`src/rtl/io_out_fifo.sv`:
```
// rtl/io_out_fifo.sv - output-strobe capture FIFO with overflow counting (optional IO_OUT_FIFO_TSTAMP_EN)
module io_out_fifo #(
    parameter int DWID   = 33,
    parameter int NUIOOU = 4,
    parameter int PWID   = 2,
    parameter int DEPTH  = 16,
    parameter int AWID   = 4
) (
    input  logic              clk,
    input  logic              rst,
    input  logic [DWID-1:0]   io_out,
    input  logic [NUIOOU-1:0] out_en,
    output logic [DWID-1:0]   m_data,
    output logic [PWID-1:0]   m_port,
    output logic              m_valid,
    input  logic              m_ready,
    output logic              full,
    output logic              empty,
    output logic [AWID:0]     count,
    output logic [15:0]       ovf_cnt,
    output logic              multi_err
`ifdef IO_OUT_FIFO_TSTAMP_EN
    ,
    output logic [15:0]       m_tstamp
`endif
);

`ifdef IO_OUT_FIFO_TSTAMP_EN
    localparam int SWID = DWID + PWID + 16;
`else
    localparam int SWID = DWID + PWID;
`endif

    logic [SWID-1:0] mem [DEPTH];
    logic [AWID-1:0] wr_ptr;
    logic [AWID-1:0] rd_ptr;
    logic [PWID-1:0] port_idx;
    logic [SWID-1:0] entry;
    logic [SWID-1:0] head;
    logic            push;
    logic            pop;
    logic            accept;
    logic            multi_hot;

    // Lowest set strobe wins when several are high.
    always_comb begin
        port_idx = '0;
        for (int i = NUIOOU - 1; i >= 0; i--) begin
            if (out_en[i]) port_idx = PWID'(i);
        end
    end

    assign multi_hot = |(out_en & (out_en - NUIOOU'(1)));
    assign push      = |out_en;
    assign full      = (count == (AWID+1)'(DEPTH));
    assign empty     = (count == '0);
    assign m_valid   = ~empty;
    assign pop       = m_valid & m_ready;
    assign accept    = push & (~full | pop);

`ifdef IO_OUT_FIFO_TSTAMP_EN
    logic [15:0] tstamp;

    always_ff @(posedge clk or negedge rst) begin
        if (!rst) tstamp <= '0;
        else      tstamp <= tstamp + 16'd1;
    end

    assign entry    = {tstamp, port_idx, io_out};
    assign m_tstamp = empty ? 16'd0 : head[SWID-1 -: 16];
`else
    assign entry = {port_idx, io_out};
`endif

    always_ff @(posedge clk) begin
        if (accept) mem[wr_ptr] <= entry;
    end

    assign head   = mem[rd_ptr];
    assign m_data = empty ? '0 : head[DWID-1:0];
    assign m_port = empty ? '0 : head[DWID+PWID-1:DWID];

    always_ff @(posedge clk or negedge rst) begin
        if (!rst) begin
            wr_ptr    <= '0;
            rd_ptr    <= '0;
            count     <= '0;
            ovf_cnt   <= '0;
            multi_err <= 1'b0;
        end else begin
            if (accept) wr_ptr <= wr_ptr + AWID'(1);
            if (pop)    rd_ptr <= rd_ptr + AWID'(1);
            case ({accept, pop})
                2'b10:   count <= count + (AWID+1)'(1);
                2'b01:   count <= count - (AWID+1)'(1);
                default: count <= count;
            endcase
            if (push && !accept && ovf_cnt != 16'hFFFF) ovf_cnt <= ovf_cnt + 16'd1;
            if (multi_hot) multi_err <= 1'b1;
        end
    end

endmodule

```
`config.mk`:
```
export PLATFORM = sky130hd
export DESIGN_NAME = io_out_fifo
export DESIGN_NICKNAME = d
export VERILOG_FILES = /design/src/rtl/io_out_fifo.sv
export SDC_FILE = /design/constraint.sdc
export NUM_CORES = 1
export LEC_CHECK = 0
export CAP_MARGIN = 20
export CORE_ASPECT_RATIO = 1.5
export CORE_UTILIZATION = 63
export CTS_BUF_LIST = sky130_fd_sc_hd__clkbuf_4
export CTS_CLUSTER_DIAMETER = 40
export DETAILED_ROUTE_END_ITERATION = 8
export MAX_ROUTING_LAYER = met4
export PLACE_DENSITY = 0.82
export SLEW_MARGIN = 40
export SYNTH_ARGS = -nofsm -noshare
export SYNTH_HDL_FRONTEND = slang
export SYNTH_SLANG_ARGS = --single-unit
```
`constraint.sdc`:
```
create_clock -name clk -period 4.5 [get_ports clk]
set_input_delay 0.675 -clock clk [delete_from_list [all_inputs] [get_ports clk]]
set_output_delay 0.675 -clock clk [all_outputs]
set_load 0.05 [all_outputs]
```
==> Yosys cells after proc, flatten, opt, wreduce, memory -nomap -nowiden <==
Memories as Yosys holds them, arrays and structs flattened.
Index checks and enable logic that the tools add are counted.
{ "word_totals": {"input_bits": 40, "out_inout_bits": 60, "latchBits": 0, "regBits": 30, "romBits": 0, "memories": 1, "mem_bits_rw": 560} }
{ "classes": {"reduce_logical": 7, "bitwise_logic": 6, "n_div": 0, "n_lt_le_gt_ge": 0, "n_eq_ne": 4, "add_sub_neg": 6, "mux": 9, "shift": 0, "multipliers": 0} }
{ "memory_table": {"columns": ["name", "depth", "width", "read_ports", "rd_clocked_by_memory_dff", "write_ports", "line", "rtl"], "rows": [
  ["mem", 16, 35, 1, 0, 1, "34", "logic [SWID-1:0] mem [DEPTH];"]
]} }
{ "op_table": {"columns": ["cell", "n"], "rows": [
  ["2-to-1 mux 33 bit", 1],
  ["adder 16 x 1 -> 16 bit (second input constant)", 1],
  ["inequality test 16 bit (second input constant)", 1],
  ["2-to-1 mux 2 bit", 5],
  ["one-hot mux 5 bit (2 select lines)", 1],
  ["adder 4 x 1 -> 4 bit (second input constant)", 2],
  ["OR reduction 4 bit", 2],
  ["adder 5 x 1 -> 5 bit (second input constant)", 1],
  ["== test 5 bit (second input constant)", 1],
  ["logical NOT 5 bit", 1],
  ["subtractor 5 x 1 -> 5 bit (second input constant)", 1],
  ["AND 4 bit", 1],
  ["subtractor 4 x 1 -> 4 bit (second input constant)", 1],
  ["AND 1 bit", 2],
  ["== test 2 x 1 -> 1 bit (second input constant)", 1],
  ["== test 2 bit (second input constant)", 1],
  ["logical AND 1 bit", 2],
  ["2-to-1 mux 1 bit", 2],
  ["inverter 1 bit", 2],
  ["nonzero test 2 bit", 1],
  ["logical NOT 1 bit", 1],
  ["bitwise OR 1 bit", 1]
]} }

==> Logic depth before layout (Yosys ltp) <==
Gate-level depths: netlist of run 1.
{ "logic_depth": {"ltp_word": 8, "ltp_mapped": 12} }

==> Worst setup path after synthesis of run 1 <==
Ideal clock, no wire load.
{ "synth_path": {"path_kind": "reg-to-reg", "from": "register count[0]", "to": "memory mem[3][0] in the netlist's numbering, enable pin", "t_arrival_ns": 3.959, "path_stages_with_launch": 5, "required_time_ns": 4.029, "slack_ns": 0.070, "cell_sequence": "dfrtp_1 nor4_2 a31oi_1 nand2_1 nor3_1"} }
{ "synth_between": {"elab_chain_len": 7, "elab_cells_between_ends": 9, "classes_between": "1 x eq/ne; 2 x mux; 5 x bitwise; 1 x reduce/logical"} }
{ "synth_rtl": {"columns": ["item", "line", "rtl"], "rows": [
  ["start: declaration", "19", "output logic [AWID:0] count,"],
  ["start signal: assignment", "94", "2'b10: count <= count + (AWID+1)'(1);"],
  ["start signal: assignment", "95", "2'b01: count <= count - (AWID+1)'(1);"],
  ["start signal: assignment", "96", "default: count <= count;"],
  ["logical NOT 5 bit", "56", "assign empty = (count == '0);"],
  ["inverter 1 bit", "57", "assign m_valid = ~empty;"],
  ["AND 1 bit", "58", "assign pop = m_valid & m_ready;"],
  ["bitwise OR 1 bit *", "59", "assign accept = push & (~full | pop);"],
  ["AND 1 bit *", "59", null],
  ["2-to-1 mux 1 bit *", "76", "if (accept) mem[wr_ptr] <= entry;"],
  ["2-to-1 mux 1 bit (not written as such) *", "76", null],
  ["end: declaration", "34", null]
]} }
Every way passes the cells marked *; elsewhere a longest branch is shown, timed or not.

==> Final worst setup path of run 1 <==
{ "layout_path": {"from": "register count[0]", "to": "output port m_data[26]"} }
{ "layout_between": {"elab_chain_len": 2} }
{ "layout_rtl": {"columns": ["item", "line", "rtl"], "rows": [
  ["logical NOT 5 bit", "56", null],
  ["2-to-1 mux 33 bit", "80", "assign m_data = empty ? '0 : head[DWID-1:0];"],
  ["end: declaration", "13", "output logic [DWID-1:0] m_data,"]
]} }
Every way passes these cells.

==> out/qor.csv, run 1 <==
metric,value,unit
status,"complete, no violations",
grt_pass1_wl,71.9,mm
core-area,0.0358,mm^2
first_global_vias,12327,
grt_max_degree,58,
hpwl,26.8,mm
netlist_area,0.0228,mm^2
drive_gt1_share,30.2,%
worstPathMaxFanout,13,
clk_root_buffer_cell,clkbuf_4,
cts_tree,yes,
ant_nets,0,
wirelength,47.4,mm
die_h,235,um
wire_per_inst,26.0,um
numCtsBuffers,132,
antenna_found_initial,2,
yosysWarnings,0,
p_leak,8.81,nW
required,3830,ps
syn_to_final_growth,15.8,%
drv_cap,0,
cts_buffer_depth,3,
postCtsSetupRepairBufs,0,
fin_skew,51.9,ps
fin_crit_sh,96.7,%
crit_buf_inv,2,
vias_per_cell,6.27,
crit_path_start_kind,register,
synth_seq_cells,590,
initial_core_util,63.7,%
crit_type,register to output pin,
yosysSeqAreaShare,77.0,%
clock_latency,830,ps
synthesis.instances,1030,
h-tree-depth,4,
io_pins,100,
clock-sinks,590,
power_density,697,mW/mm^2
synth_cell_types,41,
slew_viol_final,0,
num_rows,85,
dr.pass1.iters,5,
fin_nets,1299,
finalCriticalPeriod,4350,ps
cpLargestDelayFamily,simple AND/OR/NAND/NOR gates,
finalPower,18.4,mW
end_kind,output pin,
post-route-util,73.8,%
grt_overflow,0,
portBuffers,99,
gp_congestion,0.782,
fillers,1994,
drc,0,
fmax,0.230,GHz
path_clk_slew,80,ps
die_area,0.0370,mm^2
cp.arrival,3680,ps
crit_chain,"nor4_2, nand2_2, nand2b_4, buf_4, o22ai_1, clkdlybuf4s50_1",
slowest_stage,clkdlybuf4s50_1,
vias,11437,
critPathMaxStageDelay,740,ps
synth_area_per_cell,22.2,um^2
grt_usage,28.0,%
die_width,157,um
worst_slew_pin_slew,872,ps
hold_buffers,0,
setup_viol,0,
ir_worst_vdd,0.000496,V
synth_nets,1080,
min_path_type,input port to async pin,
drt_iter0_drc,1027,
maxSlewHeadroom,41.6,%
hold_viol_final,0,
-- synth_stat cells, drive strengths merged --
library cell / count / area share, %
mux2: 4 / 0.20
nor2: 24 / 0.39
nand2b: 4 / 0.11
fa: 1 / 0.088
nor2b: 1 / 0.027
a21o: 1 / 0.033
nor3: 8 / 0.20
clkbuf: 25 / 0.41
o311a: 1 / 0.049
ha: 9 / 0.49
o22ai: 35 / 0.96
or4: 1 / 0.049
mux2i: 72 / 3.2
a21oi: 4 / 0.14
buf: 24 / 0.48
nand3: 10 / 0.22
and3: 4 / 0.11
o211ai: 1 / 0.033
xor2: 6 / 0.23
mux4: 140 / 14
nor4: 4 / 0.23
and4: 3 / 0.12
o31a: 1 / 0.038
nand4: 2 / 0.055
edfxtp: 560 / 74
o21ai: 4 / 0.088
and2: 1 / 0.027
a31oi: 1 / 0.027
inv: 9 / 0.15
o21bai: 1 / 0.033
dfrtp: 30 / 3.3
o2111ai: 1 / 0.066
nand2: 20 / 0.33
xnor2: 18 / 0.69
-- cells by family (layout without fill, tap and decap cells) --
family | Yosys count | in the layout | synth area share [%]
AND/OR/NAND/NOR | 82 | 83 | 1.86
flip-flops | 590 | 590 | 77.0
multiplexers | 216 | 216 | 17.2
XOR/XNOR | 24 | 24 | 0.921
other | 0 | 3 | 0
AO/OA/AOI/OAI | 50 | 50 | 1.46
adder cells (fa/ha/maj) | 10 | 10 | 0.581
buffers and inverters | 58 | 370 | 1.04
-- worst reg2reg max path: stages, from the launching register on --
cell      delay [ps]
dfrtp_1          450
nor4_2           490
nand2_2          330
inv_2            140
nor2_1           100
nand2_1          150
inv_2             90
ha_1             330
nor2b_1          140
o21ai_0           90
nand2b_1         180
mux2_2           350
o211ai_1         150
-- flip-flops by register name, indices dropped and copies added (netlist names) --
register and count:
rd_ptr 4, mem 560, count 5, multi_err 1, wr_ptr 4, ovf_cnt 16
-- power by group --
part           switching (mW)  internal [mW]
sequential              0.465           7.04
combinational            4.12           2.75
clock                    1.97           2.07
-- per-layer routing --
layer | wire length (um) | global-route usage [%]
met1 | 16900 | 34.9
met2 | 25600 | 45.6
met3 | 3640 | 5.03
met4 | 1280 | 11.9
met5 | 0 | -
-- through the flow --
step	area (um^2)	hold slack [ps]	cells	TNS, ps	setup WS, ps
after global placement	24700	463	1592	0	866
after global routing	26400	32.5	1824	-70.2	-25.3
after detailed placement	24800	473	1592	0	734
after floorplan	22800	379	1030	0	70.0
final	26400	95.8	1824	0	148
after CTS	26400	21.1	1820	0	74.6
-- worst paths after layout --
check                                       from                 endpoint  slack (ps)  depth (start not counted)
max in group asynchronous                    rst    rd_ptr[1]$_DFFE_PN0P_        3750                          2
min in group clk           multi_err$_DFFE_PN0P_    multi_err$_DFFE_PN0P_         490                          1
setup reg to reg            count[0]$_DFFE_PN0P_     count[4]$_DFFE_PN0P_        1420                         12
hold reg to reg            multi_err$_DFFE_PN0P_    multi_err$_DFFE_PN0P_         490                          1
setup / recovery            count[0]$_DFFE_PN0P_               m_data[26]         150                          6
hold / removal                               rst  ovf_cnt[12]$_DFFE_PN0P_         100                          1
-- cell type report --
type	instances	area [um^2]	share of cell area (%)
multi-input cells	383	5180	19.6
well taps	478	598	2.26
clock buffers	178	1340	5.06
diodes	3	7.51	0.0284
clock inverters	50	304	1.15
repair buffers	133	1400	5.28
inverters	9	33.8	0.128
flip-flops and latches	590	17600	66.5
-- cell usage in the layout (no fill, tap or decap), types with 10 or more instances in the layout --
cell / instances
buf_12: 12
buf_4: 22
clkbuf_4: 178
clkdlybuf4s50_1: 99
clkinv_1: 34
dfrtp_1: 27
edfxtp_1: 560
mux2i_1: 72
mux4_2: 140
nand2_1: 18
nand3_1: 10
nor2_1: 11
nor2_4: 12
o22ai_1: 35
xnor2_1: 18
-- repair_timing --
item | in CTS | in global routing
gates resized for setup | 2 | 2
endpoints found under the setup margin | 13 | 7
cloned | 0 | 1
(Power assumes the default switching activity.)
==> run 2: changes to the inputs <==
--- a/config.mk
+++ b/config.mk
@@ -6,7 +6,7 @@
 export NUM_CORES = 1
 export LEC_CHECK = 0
 export CAP_MARGIN = 20
-export CORE_ASPECT_RATIO = 1.5
+export CORE_ASPECT_RATIO = 1.25
 export CORE_UTILIZATION = 63
 export CTS_BUF_LIST = sky130_fd_sc_hd__clkbuf_4
 export CTS_CLUSTER_DIAMETER = 40
@@ -17,3 +17,4 @@
 export SYNTH_ARGS = -nofsm -noshare
 export SYNTH_HDL_FRONTEND = slang
 export SYNTH_SLANG_ARGS = --single-unit
+export TNS_END_PERCENT = 20
==> run 2 against run 1 <==
Against the previous run: clock power is 8.1% higher; critical path depth unchanged; via count shrank 0.72%; routed wire length decreased by 2.1%; core utilization rose by 1.0 points; combinational power about the same; design area increased by 0.58%; largest cell class unchanged; highest routed layer unchanged.
==> out/qor.csv, run 2 (synthesis gave the netlist of run 1 again) <==
metric,value,unit,change
setup_viol,0,,unchanged
cts.repair.resized,0,,-2
crit_type,register to output pin,,
largest_reg_flops,560,,unchanged
p_switching,6.48,mW,-1.1%
first_global_vias,12366,,+0.32%
final_cell_mix,"560 x edfxtp_1, 212 x clkbuf_4, 140 x mux4_2",,
p_comb_share,36.6,%,-0.7 points
drc,0,,unchanged
dr.pass1.iters,5,,unchanged
cts_buffer_depth,3,,unchanged
top_regs,"mem: 560 flops, ovf_cnt: 16 flops, count: 5 flops",,
status,"complete, no violations",,
pwr-share-clk,23.5,%,+1.5 points
grt_max_degree,92,,+59%
ff2ff_path_depth,12,,unchanged
crit_chain,"nor4_2, nand2_1, nand2_2, buf_4, o22ai_1, clkdlybuf4s50_1",,
finalPower,18.7,mW,+1.3%
ir_worst_vdd,0.000551,V,+11%
numCtsBuffers,139,,+5.3%
drive_gt1_share,31.9,%,+1.7 points
slowest_stage,clkdlybuf4s50_1,,
grt_usage,27.5,%,-0.53 points
fin_nets,1305,,+0.46%
die_area,0.0370,mm^2,about the same
fin_tns_setup,0,ps,unchanged
power_density,702,mW/mm^2,+0.69%
r2r_end,count[4]$_DFFE_PN0P_,,
wire_per_inst,25.3,um,-2.7%
busiest_layer,met2,,
drv_cap,0,,unchanged
timing.rr.start,count[0]$_DFFE_PN0P_,,
die_width,172,um,+9.4%
grtUsageMet2,43.6,%,-1.9 points
met3_usage,5.84,%,+0.81 points
num_rows,77,,-9.4%
power.share.switching,34.7,%,-0.83 points
grt_pass1_wl,70.7,mm,-1.7%
fin_crit_sh,94.9,%,-1.8 points
grt_overflow,0,,unchanged
hold_buffers,0,,unchanged
r2r_slack,1650,ps,+230 ps
end_kind,output pin,,
syn_to_final_growth,16.5,%,
layout_commonest_cell,edfxtp_1,,
clk_root_buffer_cell,clkbuf_4,,
slew_viol_final,0,,unchanged
gp_congestion,0.758,,-3.1%
antenna_found_initial,1,,-1
ant_nets,0,,unchanged
min_path_type,input port to async pin,,
p_seq_share,39.9,%,-0.9 points
worst_slew_pin_slew,786,ps,-86.2 ps
fin_skew,51.3,ps,-0.565 ps
met1_usage,34.3,%,-0.62 points
rsz0062_at_grt,no,,
cp-startpoint,count[0]$_DFFE_PN0P_,,
p_leak,8.92,nW,+1.3%
maxSlewHeadroom,47.3,%,+5.8 points
postCtsSetupRepairBufs,0,,unchanged
wirelength,46.5,mm,-2.1%
initial_core_util,64.2,%,+0.52 points
cp.arrival,3600,ps,-80 ps
worstPathMaxFanout,35,,+22
hpwl,25.7,mm,-4.1%
critPathMaxStageDelay,750,ps,about the same
vias_per_cell,6.18,,-1.4%
cts_tree,yes,,
hold_viol_final,0,,unchanged
clock-sinks,590,,unchanged
path_clk_slew,70,ps,about the same
vias,11355,,-0.72%
core-area,0.0356,mm^2,-0.81%
fillers,1868,,-6.3%
die_h,215,um,-8.6%
portBuffers,99,,unchanged
finalCriticalPeriod,4270,ps,-79.5 ps
required,3830,ps,about the same
p_int,12.2,mW,+2.6%
crit_path_start_kind,register,,
io_pins,100,,unchanged
drt_iter0_drc,1150,,+12%
clock_latency,850,ps,+20 ps
fmax,0.234,GHz,+1.9%
largest-register,mem,,
h-tree-depth,4,,unchanged
-- run 2: changes by cell type in the layout (fill, tap and decap cells not counted) --
cell	change
clkbuf_4	+34
clkinv_1	-11
clkinv_2	-2
diode_2	-2
clkinvlp_4	-1
inv_2	-1
nand2_1	+1
nand2_8	-1
nand2b_4	-1
-- run 2: how the worst max path moves through the flow --
stage / end / cells after the start
global placement: mem[7][12]$_DFFE_PP_ / 6
global route: m_port[0] / 6
CTS: m_data[0] / 5
floorplan: mem[3][0]$_DFFE_PP_ / 4
detailed placement: mem[11][3]$_DFFE_PP_ / 6
finish: m_data[26] / 6
-- run 2: worst max-delay path, delay by kind of cell, from the launching register on --
family / cells / cell delay [ps]
buffers and inverters: 2 / 1230
AO/OA/AOI/OAI: 1 / 220
flip-flops: 1 / 450
AND/OR/NAND/NOR: 3 / 850
-- run 2: cell type report --
class                      count  area (um^2)  area share [%]
sequential                   590        17600            66.1
multi-input combinational    382         5150            19.4
clock buffer                 212         1590            5.99
timing repair buffer         133         1400            5.25
tap                          474          593            2.23
clock inverter                35          241           0.908
inverter                       9         33.8           0.127
antenna                        1         2.50         0.00941
-- run 2: metal layers --
layer | part of all wire, % | up-vias
met5 | 0 | -
met4 | 2.5 | 0
met3 | 7.5 | 81
met2 | 53 | 533
met1 | 37 | 5877
li1 | - | 4864
-- run 2: per-stage QoR --
stage / hold slack (ps) / instance area (um^2) / setup WS, ps / util, % / instances
6_report: 217 / 26600 / 228 / 74.8 / 1836
5_1_grt: 226 / 26600 / 42.6 / 74.8 / 1836
4_1_cts: 190 / 26600 / 181 / 74.8 / 1835
3_5_place_dp: 471 / 24800 / 813 / 69.6 / 1588
3_3_place_gp: 460 / 24700 / 903 / 69.6 / 1588
2_1_floorplan: 379 / 22800 / 70.0 / - / 1030
-- run 2: power by group through the flow --
stage | sequential, mW | clock, mW | combinational, mW
6_report | 7.44 | 4.38 | 6.83
4_1_cts | 7.45 | 4.46 | 6.93
3_5_place_dp | 7.55 | 0 | 6.89
2_1_floorplan | 7.46 | 0 | 4.69
3_3_place_gp | 7.47 | 0 | 6.77
5_1_grt | 7.51 | 4.73 | 7.18
==> run 3: changes to the inputs <==
--- a/config.mk
+++ b/config.mk
@@ -13,7 +13,8 @@
 export DETAILED_ROUTE_END_ITERATION = 8
 export MAX_ROUTING_LAYER = met4
 export PLACE_DENSITY = 0.82
-export SLEW_MARGIN = 40
+export REMOVE_ABC_BUFFERS = 1
+export SLEW_MARGIN = 20
 export SYNTH_ARGS = -nofsm -noshare
 export SYNTH_HDL_FRONTEND = slang
 export SYNTH_SLANG_ARGS = --single-unit
==> run 3 against run 2 <==
Against the previous run: design area barely moved; non-clock buffer count rose by 5; sequential cell count did not move; count of clock-buffer cells in the layout fell by 17; critical endpoint is now m_data[3].
==> out/qor.csv, run 3 (synthesis gave the netlist of run 1 again) <==
metric,value,unit,change
gp_congestion,0.789,,+4.0%
vias_per_cell,6.30,,+1.9%
rsz0062_at_grt,no,,
required,3830,ps,about the same
cp.arrival,3680,ps,+80 ps
ff2ff_path_depth,12,,unchanged
grt_overflow,0,,unchanged
final_cell_mix,"560 x edfxtp_1, 195 x clkbuf_4, 140 x mux4_2",,
worst_slew_pin_slew,960,ps,+173 ps
fin_skew,42.4,ps,-8.91 ps
status,"complete, no violations",,
initial_core_util,64.2,%,unchanged
end_kind,output pin,,
top_regs,"mem: 560 flops, ovf_cnt: 16 flops, count: 5 flops",,
ant_nets,0,,unchanged
fin_nets,1309,,+0.31%
cts_buffer_depth,3,,unchanged
die_h,215,um,unchanged
worstPathMaxFanout,46,,+31%
min_path_type,input port to async pin,,
r2r_end,count[4]$_DFFE_PN0P_,,
grt_pass1_wl,72.7,mm,+2.8%
clock-sinks,590,,unchanged
pre_cts_slack,721,ps,-91.8 ps
clock_latency,840,ps,about the same
grt_max_degree,47,,-49%
dr.pass1.iters,5,,unchanged
drc,0,,unchanged
layout_commonest_cell,edfxtp_1,,
postCtsSetupRepairBufs,0,,unchanged
crit_path_start_kind,register,,
fmax,0.230,GHz,-1.9%
crit_type,register to output pin,,
finalCriticalPeriod,4350,ps,+80.9 ps
fin_crit_sh,96.7,%,+1.8 points
numCtsBuffers,138,,-0.72%
first_global_vias,12573,,+1.7%
path_clk_slew,70,ps,about the same
die_width,172,um,unchanged
wire_per_inst,26.2,um,+3.5%
cts_tree,yes,,
h-tree-depth,4,,unchanged
core-area,0.0356,mm^2,unchanged
largest-register,mem,,
die_area,0.0370,mm^2,unchanged
finalPower,18.7,mW,+0.36%
grt_usage,28.5,%,+0.93 points
p_leak,8.90,nW,-0.24%
vias,11550,,+1.7%
drt_iter0_drc,1048,,-8.9%
antenna_found_initial,1,,unchanged
portBuffers,99,,unchanged
hpwl,26.8,mm,+4.4%
ir_worst_vdd,0.000573,V,+3.9%
syn_to_final_growth,16.4,%,about the same
setup_viol,0,,unchanged
hold_viol_final,0,,unchanged
drv_cap,0,,unchanged
cts.repair.resized,0,,unchanged
num_rows,77,,unchanged
drive_gt1_share,31.2,%,-0.72 points
largest_reg_flops,560,,unchanged
wirelength,48.0,mm,+3.3%
fin_ws,147,ps,-80.9 ps
maxSlewHeadroom,35.8,%,-12 points
timing.rr.start,count[0]$_DFFE_PN0P_,,
clk_root_buffer_cell,clkbuf_4,,
slew_viol_final,0,,unchanged
hold_buffers,0,,unchanged
r2r_slack,1570,ps,-80 ps
power_density,704,mW/mm^2,+0.41%
io_pins,100,,unchanged
## run 3: cell types whose count changed in the layout (fill, tap and decap cells not counted), moves of 2 or more
cell	change
buf_12	+2
buf_4	+3
clkbuf_4	-17
clkinv_1	+5
clkinv_2	-3
inv_2	+3
## run 3: power breakdown
group,switching (mW),total [mW],internal (mW)
clock,2.02,4.31,2.29
combinational,4.06,6.84,2.78
sequential,0.529,7.57,7.04
total,6.61,18.7,12.1
## run 3: how the worst max path moves through the flow
stage	startpoint	end	slack [ps]	cells past startpoint
global route	count[0]$_DFFE_PN0P_	m_data[27]	20	6
detailed placement	m_ready	mem[6][26]$_DFFE_PP_	720	6
finish	rd_ptr[1]$_DFFE_PN0P_	m_data[3]	150	5
CTS	rd_ptr[1]$_DFFE_PN0P_	m_data[23]	50	5
floorplan	rd_ptr[0]$_DFFE_PN0P_	m_data[0]	-3180	3
global placement	m_ready	mem[6][5]$_DFFE_PP_	890	6
## run 3: metrics by stage
step           utilization, %  instances  hold slack (ps)  setup TNS (ps)  area (um^2)
2_1_floorplan               -        981              379         -117470        22600
4_1_cts                  74.7       1831              197               0        26600
6_report                 74.8       1832              243               0        26600
3_5_place_dp             69.8       1593              469               0        24800
5_1_grt                  74.8       1832              245               0        26600
3_3_place_gp             69.8       1593              462               0        24800
## run 3: critical path, cell delays in order (launching register included)
cell             delay, ps
dfrtp_4                930
buf_4                  390
mux4_2                 250
mux2i_1                100
o22ai_1                290
clkdlybuf4s50_1        880
## run 3: per-layer routing
metal | vias up | part of all wire, % | track usage [%]
li1 | 4863 | - | -
met1 | 5958 | 37 | 34.9
met2 | 612 | 52 | 45.2
met3 | 117 | 8.3 | 6.72
met4 | 0 | 3.1 | 12.8
met5 | - | 0 | -
## run 3: cell type report
class	count	area, um^2
well taps	474	593
flip-flops and latches	590	17600
repair buffers	138	1460
diodes	1	2.50
inverters	9	33.8
multi-input cells	382	5140
fillers	1904	8980
clock inverters	43	303
clock buffers	195	1460
